**config.mk**
```make
export PLATFORM = sky130hd
export DESIGN_NAME = sync_vga_flat
export DESIGN_NICKNAME = d
export VERILOG_FILES = /design/src/rtl/sync_vga_if.sv /design/src/rtl/sync_vga.sv /design/src/flat_wrapper.sv
export SDC_FILE = /design/constraint.sdc
export NUM_CORES = 1
export LEC_CHECK = 0
export ABC_CLOCK_PERIOD_IN_PS = 2100
export CAP_MARGIN = 10
export CELL_PAD_IN_SITES_DETAIL_PLACEMENT = 1
export CELL_PAD_IN_SITES_GLOBAL_PLACEMENT = 2
export CORE_MARGIN = 3
export CORE_UTILIZATION = 31
export CTS_BUF_LIST = sky130_fd_sc_hd__clkbuf_4
export DETAILED_ROUTE_END_ITERATION = 16
export PLACE_DENSITY = 0.93
export SYNTH_ARGS = -nofsm -noshare
export SYNTH_HDL_FRONTEND = slang
export SYNTH_SLANG_ARGS = --single-unit
```
**constraint.sdc**
```tcl
create_clock -name clk -period 2.1 [get_ports clk]
set_clock_uncertainty 0.05 [all_clocks]
set_input_delay 0.315 -clock clk [delete_from_list [all_inputs] [get_ports clk]]
set_output_delay 0.315 -clock clk [all_outputs]
set_load 0.02 [all_outputs]
```
**src/rtl/sync_vga_if.sv**
```systemverilog
// Raster timing bundle from the VGA sync stage to the picture generator and connector.
// The master drives the raster position and strobes; the slave consumes them.
interface sync_vga_if;
   logic       hsync;
   logic       vsync;
   logic       video_on;
   logic       p_tick;
   logic       frame_tick;
   logic [9:0] pixel_x;
   logic [9:0] pixel_y;

   modport master (
      output hsync, vsync, video_on, p_tick, frame_tick, pixel_x, pixel_y
   );

   modport slave (
      input  hsync, vsync, video_on, p_tick, frame_tick, pixel_x, pixel_y
   );
endinterface

```
**src/rtl/sync_vga.sv**
```systemverilog
// Raster timing generator: pixel-rate divider, horizontal/vertical counters and
// registered active-low syncs aligned with the counters they are decoded from.
module sync_vga #(
   parameter int DIV = 4,
   parameter int HD  = 640,
   parameter int HF  = 16,
   parameter int HR  = 96,
   parameter int HB  = 48,
   parameter int VD  = 480,
   parameter int VF  = 10,
   parameter int VR  = 2,
   parameter int VB  = 33
) (
   input  logic         clk,
   input  logic         reset,
   sync_vga_if.master   vga
);
   localparam int H_TOT = HD + HF + HR + HB;
   localparam int V_TOT = VD + VF + VR + VB;
   localparam int DW    = (DIV > 1) ? $clog2(DIV) : 1;

   localparam logic [DW-1:0] DIV_LAST = DW'(DIV - 1);
   localparam logic [9:0]    H_LAST   = 10'(H_TOT - 1);
   localparam logic [9:0]    V_LAST   = 10'(V_TOT - 1);
   localparam logic [9:0]    H_VIS    = 10'(HD);
   localparam logic [9:0]    V_VIS    = 10'(VD);
   localparam logic [9:0]    HS_BEG   = 10'(HD + HF);
   localparam logic [9:0]    HS_END   = 10'(HD + HF + HR - 1);
   localparam logic [9:0]    VS_BEG   = 10'(VD + VF);
   localparam logic [9:0]    VS_END   = 10'(VD + VF + VR - 1);

   logic [DW-1:0] r_div_cnt;
   logic [9:0]    r_x;
   logic [9:0]    r_y;
   logic          r_hsync;
   logic          r_vsync;

   logic          w_p_tick;
   logic [9:0]    w_x_next;
   logic [9:0]    w_y_next;

   assign w_p_tick = (r_div_cnt == DIV_LAST);

   always_comb begin
      w_x_next = r_x;
      w_y_next = r_y;
      if (w_p_tick) begin
         if (r_x == H_LAST) begin
            w_x_next = '0;
            w_y_next = (r_y == V_LAST) ? '0 : r_y + 10'd1;
         end else begin
            w_x_next = r_x + 10'd1;
         end
      end
   end

   // Syncs decode the next counter values so they change on the same edge as the counters.
   always_ff @(posedge clk) begin
      if (reset) begin
         r_div_cnt <= '0;
         r_x       <= '0;
         r_y       <= '0;
         r_hsync   <= 1'b1;
         r_vsync   <= 1'b1;
      end else begin
         r_div_cnt <= w_p_tick ? '0 : r_div_cnt + 1'b1;
         r_x       <= w_x_next;
         r_y       <= w_y_next;
         r_hsync   <= !((w_x_next >= HS_BEG) && (w_x_next <= HS_END));
         r_vsync   <= !((w_y_next >= VS_BEG) && (w_y_next <= VS_END));
      end
   end

   assign vga.hsync      = r_hsync;
   assign vga.vsync      = r_vsync;
   assign vga.video_on   = (r_x < H_VIS) && (r_y < V_VIS);
   assign vga.p_tick     = w_p_tick;
   assign vga.frame_tick = w_p_tick && (r_x == H_LAST) && (r_y == V_LAST);
   assign vga.pixel_x    = r_x;
   assign vga.pixel_y    = r_y;
endmodule
```
**src/flat_wrapper.sv**
```systemverilog
// flat-port wrapper written by rule: the top's interface ports become plain ports
module sync_vga_flat 
#(
   parameter int DIV = 4,
   parameter int HD  = 640,
   parameter int HF  = 16,
   parameter int HR  = 96,
   parameter int HB  = 48,
   parameter int VD  = 480,
   parameter int VF  = 10,
   parameter int VR  = 2,
   parameter int VB  = 33
)
  (clk, reset, vga_hsync, vga_vsync, vga_video_on, vga_p_tick, vga_frame_tick, vga_pixel_x, vga_pixel_y);
  sync_vga_if vga_i ();
  input  logic clk;
  input  logic reset;
  output wire logic [$bits(vga_i.hsync)-1:0] vga_hsync;
  output wire logic [$bits(vga_i.vsync)-1:0] vga_vsync;
  output wire logic [$bits(vga_i.video_on)-1:0] vga_video_on;
  output wire logic [$bits(vga_i.p_tick)-1:0] vga_p_tick;
  output wire logic [$bits(vga_i.frame_tick)-1:0] vga_frame_tick;
  output wire logic [$bits(vga_i.pixel_x)-1:0] vga_pixel_x;
  output wire logic [$bits(vga_i.pixel_y)-1:0] vga_pixel_y;
  assign vga_hsync = vga_i.hsync;
  assign vga_vsync = vga_i.vsync;
  assign vga_video_on = vga_i.video_on;
  assign vga_p_tick = vga_i.p_tick;
  assign vga_frame_tick = vga_i.frame_tick;
  assign vga_pixel_x = vga_i.pixel_x;
  assign vga_pixel_y = vga_i.pixel_y;
  sync_vga #(.DIV(DIV), .HD(HD), .HF(HF), .HR(HR), .HB(HB), .VD(VD), .VF(VF), .VR(VR), .VB(VB)) u_core (.clk(clk), .reset(reset), .vga(vga_i));
endmodule
```
### After elaboration in Yosys (flattened, before gate mapping)

Index checks and enable logic that the tools add are counted.

| cells by class | value |
|---|---|
| reduce and logical (&&, ||, !) cells | 8 |
| $lt $le $gt $ge | 6 |
| eq/ne operators | 3 |
| $add $sub $neg | 3 |
| muxes and demuxes | 5 |

Operators with widths:

| cell | number |
|---|---|
| 2-to-1 mux 10 bit | 5 |
| adder 10 x 1 -> 10 bit, second input constant | 2 |
| equality test 10 bit, second input constant | 2 |
| greater-or-equal comparator 10 bit, second input constant | 1 |
| greater-or-equal comparator 10 x 9 -> 1 bit, second input constant | 1 |
| less-or-equal comparator 10 bit, second input constant | 1 |
| less-or-equal comparator 10 x 9 -> 1 bit, second input constant | 1 |
| < comparator 10 bit, second input constant | 1 |
| < comparator 10 x 9 -> 1 bit, second input constant | 1 |
| logical AND 1 bit | 5 |
| adder 2 x 1 -> 2 bit, second input constant | 1 |
| equality test 2 bit, second input constant | 1 |
| zero test 1 bit | 2 |
| OR reduction 2 bit | 1 |

| word-level totals | value |
|---|---|
| bits in registers | 24 |

### Longest topological paths before layout

| depth | value |
|---|---|
| depth after elaboration | 7 |
| gate-level depth with buffers | 7 |
| gate-level depth less buffers | 6 |

### Worst setup path after synthesis

OpenSTA, ideal clock, no wires.

| timing path | value |
|---|---|
| path kind | register -> register |
| start | reg u_core.r_x[0] (netlist: u_core.vga.pixel_x[0]) |
| end | reg u_core.r_vsync (netlist: u_core.vga.vsync) |
| stages on the path, launching flop included | 7 |
| library setup time | 138 ps |
| arrival | 1832 ps |
| path buffers | 0 |
| clock period less this slack | 2021 ps |
| required time | 1912 ps |
| path slack | 79 ps |
| path through | dfxtp_1 ha_1 nand4b_4 or2_2 o32a_1 nor4_1 o2111ai_1 |

| on the way | value |
|---|---|
| longest elaborated chain between the ends | 6 |

RTL lines:

| what | RTL line | source |
|---|---|---|
| start: declaration | sync_vga.sv:33 | `logic [9:0] r_x;` |
| start signal: assignment | sync_vga.sv:67 | `r_x <= w_x_next;` |
| equality test 10 bit (*) | sync_vga.sv:48 | `if (r_x == H_LAST) begin` |
| 2-to-1 mux 10 bit (*) | sync_vga.sv:48 |  |
| 2-to-1 mux 10 bit (*) | sync_vga.sv:47 | `if (w_p_tick) begin` |
| greater-or-equal comparator 10 x 9 -> 1 bit / less-or-equal comparator 10 x 9 -> 1 bit (equally long branches) | sync_vga.sv:70 | `r_vsync <= !((w_y_next >= VS_BEG) && (w_y_next <= VS_END));` |
| logical AND 1 bit (*) | sync_vga.sv:70 |  |
| zero test 1 bit (*) | sync_vga.sv:70 |  |
| end signal: assignment | sync_vga.sv:70 |  |
| end: declaration | sync_vga.sv:36 | `logic r_vsync;` |

Mark *: on every way between the ends. The rest lies on a longest branch, timed or not.
A chain may end at the register's enable or synchronous reset.

### Final worst setup path

| timing path | value |
|---|---|
| start | reg u_core.r_x[1] (netlist: u_core.vga.pixel_x[1]) |
| end | out vga_frame_tick |

| on the way | value |
|---|---|
| longest elaborated chain between the ends | 3 |

RTL lines:

| what | RTL line | source |
|---|---|---|
| equality test 10 bit | sync_vga.sv:78 | `assign vga.frame_tick = w_p_tick && (r_x == H_LAST) && (r_y == V_LAST);` |
| logical AND 1 bit (2 in series) | sync_vga.sv:78 |  |
| end: declaration | flat_wrapper.sv:22 | `output wire logic [$bits(vga_i.frame_tick)-1:0] vga_frame_tick;` |

Every way passes these cells.

==> impl_metrics.tcl <==
set metrics [dict create \
    rsz0062_at_grt "false" \
    cap_violations 0 \
    yosys_warnings 0 \
    cts_tree "built" \
    root_buffer "clkbuf_4" \
    clk_path_buf_depth 2 \
    design.die.area_sq_um 5150 \
    synth_top_area_share_pct 35.9 \
    timing.fmax_ghz 0.501 \
    fin_area_sq_um 1850 \
    cp_max_fo 4 \
    final_core_util_pct 45.3 \
    worstSetupStartpointType "register" \
    numCtsBuffers 3 \
    power_per_cell_area_nw_per_um2 466 \
    routed_wl_um 4160 \
    path_clk_slew_ns 0.15 \
    hpwl_um 3110 \
    die_height_um 71.7 \
    synthTopCellsByArea "dfxtp_1 (36%), xnor2_1 (8.5%), nor2_1 (5.0%)" \
    start_util_pct 32.8 \
    wl_per_cell_um 16.5 \
    post-route-period-util_pct 95.0 \
    run_status "finished, final reports clean" \
    tightest_slew_ns 0.513 \
    clock_sinks 24 \
    netlist_area_sq_um 1340 \
    yosys_register_bits 24 \
    setup.worst_path.end_class "output pin" \
    hp-class "reg -> reg" \
    drc 0 \
    io_pins 27 \
    synth-xor-area-share_pct 11.1 \
    drt_first_pass_iters 4 \
    r2r-end "u_core.vga.pixel_y[4]" \
    synth_top_family_by_area "simple AND/OR/NAND/NOR gates" \
    yosysTopAreaCell "dfxtp_1" \
    maxSlewHeadroom_pct 65.5 \
    place_congestion 0.864 \
    tns_ns 0 \
    row_count 23 \
    avgSynthCellArea_sq_um 8.32 \
    syn-instance-count 161 \
    final_max_slew_viol_count 0 \
    required_ns 1.74 \
    synth-simple-area-share_pct 35.5 \
    postCtsSetupRepairBufs 0 \
    period_needed_ns 2.00 \
    cp.arrival_ns 1.63 \
    htree_levels 1 \
    die_x_um 71.7 \
    synth_nets 167 \
    drive_gt1_share_pct 19.3 \
    reg2regPathDepth 7 \
    yosys.cell_types.count 38 \
    synthToLayoutAreaGrowth_pct 38.0 \
    synth_compound_area_share_pct 7.56 \
    clk_latency_ns 0.34 \
    whs_endpoint "u_core.r_div_cnt[0]" \
    nets 209 \
    yosysSeqAreaShare_pct 35.9 \
    crit_type "reg -> out" \
    postRouteAntennaNets 0 \
    antenna_found_initial 0 \
    core_area_sq_um 4090 \
    grt_pass1_wl_um 7100 \
    r2r_start "u_core.vga.pixel_x[1]" \
    grt_usage_pct 17.6 \
    total_power_mw 0.861 \
    p_leak_nw 0.713 \
    synthMuxAreaShare_pct 0.747 \
    finalHoldViolations 0 \
    ir_worst_vdd_v 0.000302 \
    vias 1298 \
    dpl_cell_area_sq_um 1770 \
    vias_per_cell 5.15 \
    drt_iter0_markers 40 \
    hp-start "u_core.r_div_cnt[0]" \
    whs_path_depth 1 \
    diodes 0 \
    grt_max_degree 16 \
    synth_fa_ha_area_share_pct 3.73 \
    place.port_buffers 26 \
    overflow 0 \
    grt_pass1_vias 1400 \
    setup_viol 0 \
    r2r_slack_ns 0.14 \
]
==> worst max-delay path, cell delays in order, from the launching register on <==
cell      delay, ns
dfxtp_2        0.36
ha_2           0.20
nand4b_4       0.14
nor3_4         0.22
and2_1         0.18
buf_2          0.18
==> worst max-delay path by stage <==
stage | slack (ns) | start | depth (start not counted) | end
2_1_floorplan | 0.08 | u_core.vga.pixel_x[0] | 6 | u_core.vga.vsync
3_3_place_gp | 0.11 | u_core.vga.pixel_x[0] | 5 | vga_frame_tick
3_5_place_dp | 0.05 | u_core.vga.pixel_x[0] | 5 | vga_frame_tick
4_1_cts | 0.02 | u_core.vga.pixel_x[1] | 5 | vga_frame_tick
5_1_grt | 0.008 | u_core.vga.pixel_y[0] | 7 | u_core.vga.vsync
6_report | 0.10 | u_core.vga.pixel_x[1] | 5 | vga_frame_tick
==> cell families after synthesis <==
| family | Yosys count |
|---|---|
| xor+xnor | 17 |
| mux | 1 |
| fa+ha+maj | 4 |
| compound gates | 16 |
| buf+inv | 16 |
| flops | 24 |
| simple gates | 83 |
==> state kept, by name (all words and copies together), names as in the netlist <==
signal / cells
u_core.r_div_cnt: 2
u_core.vga.hsync: 1
u_core.vga.pixel_x: 10
u_core.vga.pixel_y: 10
u_core.vga.vsync: 1
==> stage by stage <==
| stage | setup WS, ns | hold WS (ns) | instances |
|---|---|---|---|
| after detailed placement | 0.0488 | 0.378 | 248 |
| after CTS | 0.0204 | 0.399 | 252 |
| after global placement | 0.109 | 0.363 | 248 |
| after floorplan | 0.0794 | 0.354 | 161 |
| final | 0.104 | 0.392 | 252 |
| after global routing | 0.00752 | 0.408 | 252 |
==> cell usage in the layout, fill, tap and decap left out, types with 3 or more instances in the layout <==
| master | count |
|---|---|
| clkdlybuf4s50_1 | 23 |
| xnor2_1 | 13 |
| ha_1 | 3 |
| inv_1 | 5 |
| a21oi_1 | 5 |
| nor4_1 | 4 |
| o21ai_0 | 4 |
| nor2_1 | 18 |
| nor2b_1 | 3 |
| nand2_1 | 15 |
| nor3_1 | 11 |
| nand3_1 | 11 |
| xor2_1 | 4 |
| nand4_1 | 5 |
| dfxtp_1 | 22 |
| clkbuf_4 | 3 |
| buf_4 | 21 |
==> final cells by class <==
cell class	instances	area, sq um
Clock buffer	3	22.5
Clock inverter	1	30.0
Fill cell	495	2240
Inverter	5	18.8
Multi-Input combinational cell	121	807
Sequential cell	24	483
Tap cell	50	62.6
Timing Repair Buffer	48	425
==> Yosys cell counts <==
master and instances:
xnor2_1 13, nor3_1 13, and4bb_2 1, buf_1 1, nand4_1 5, buf_2 4
xor2_1 4, buf_6 1, nor3_4 1, clkbuf_2 1, nand4b_4 1, nand4bb_4 1
a21oi_1 5, o21ai_0 4, clkbuf_1 4, nor2_1 18, nand2_1 15, and2_1 1
mux2i_1 1, or4_1 1, a21o_1 1, o21a_1 1, nand2b_1 1, inv_1 5
nand3_1 11, ha_1 4, o32a_1 1, nor2b_1 3, o31ai_1 1, or2_2 2
o211ai_1 2, and3_1 1, nor4_1 4, nand4_2 1, nor3b_1 1, dfxtp_1 24
nand4b_1 2, o2111ai_1 1
==> where the power goes <==
part	internal [mW]	total (mW)	switching [mW]	leakage [nW]
combinational	0.0194	0.0437	0.0243	0.490
sequential	0.462	0.465	0.00287	0.195
clock	0.193	0.352	0.159	0.0279
total	0.675	0.861	0.186	0.713
==> per-layer routing <==
metal | up-vias | routed length, um | share of wire (%) | track usage [%]
met4 | 0 | 64 | 1.5 | 6.26
met1 | 632 | 1920 | 46 | 23.2
li1 | 644 | - | - | -
met2 | 18 | 2080 | 50 | 28.9
met3 | 4 | 99 | 2.4 | 2.95
met5 | - | 0 | 0 | 0
==> what timing repair did <==
item	4_1_cts	5_1_grt
gates resized for setup	5	8
hold buffers	0	0
setup endpoints to repair	2	5
(Power assumes the default switching activity.)
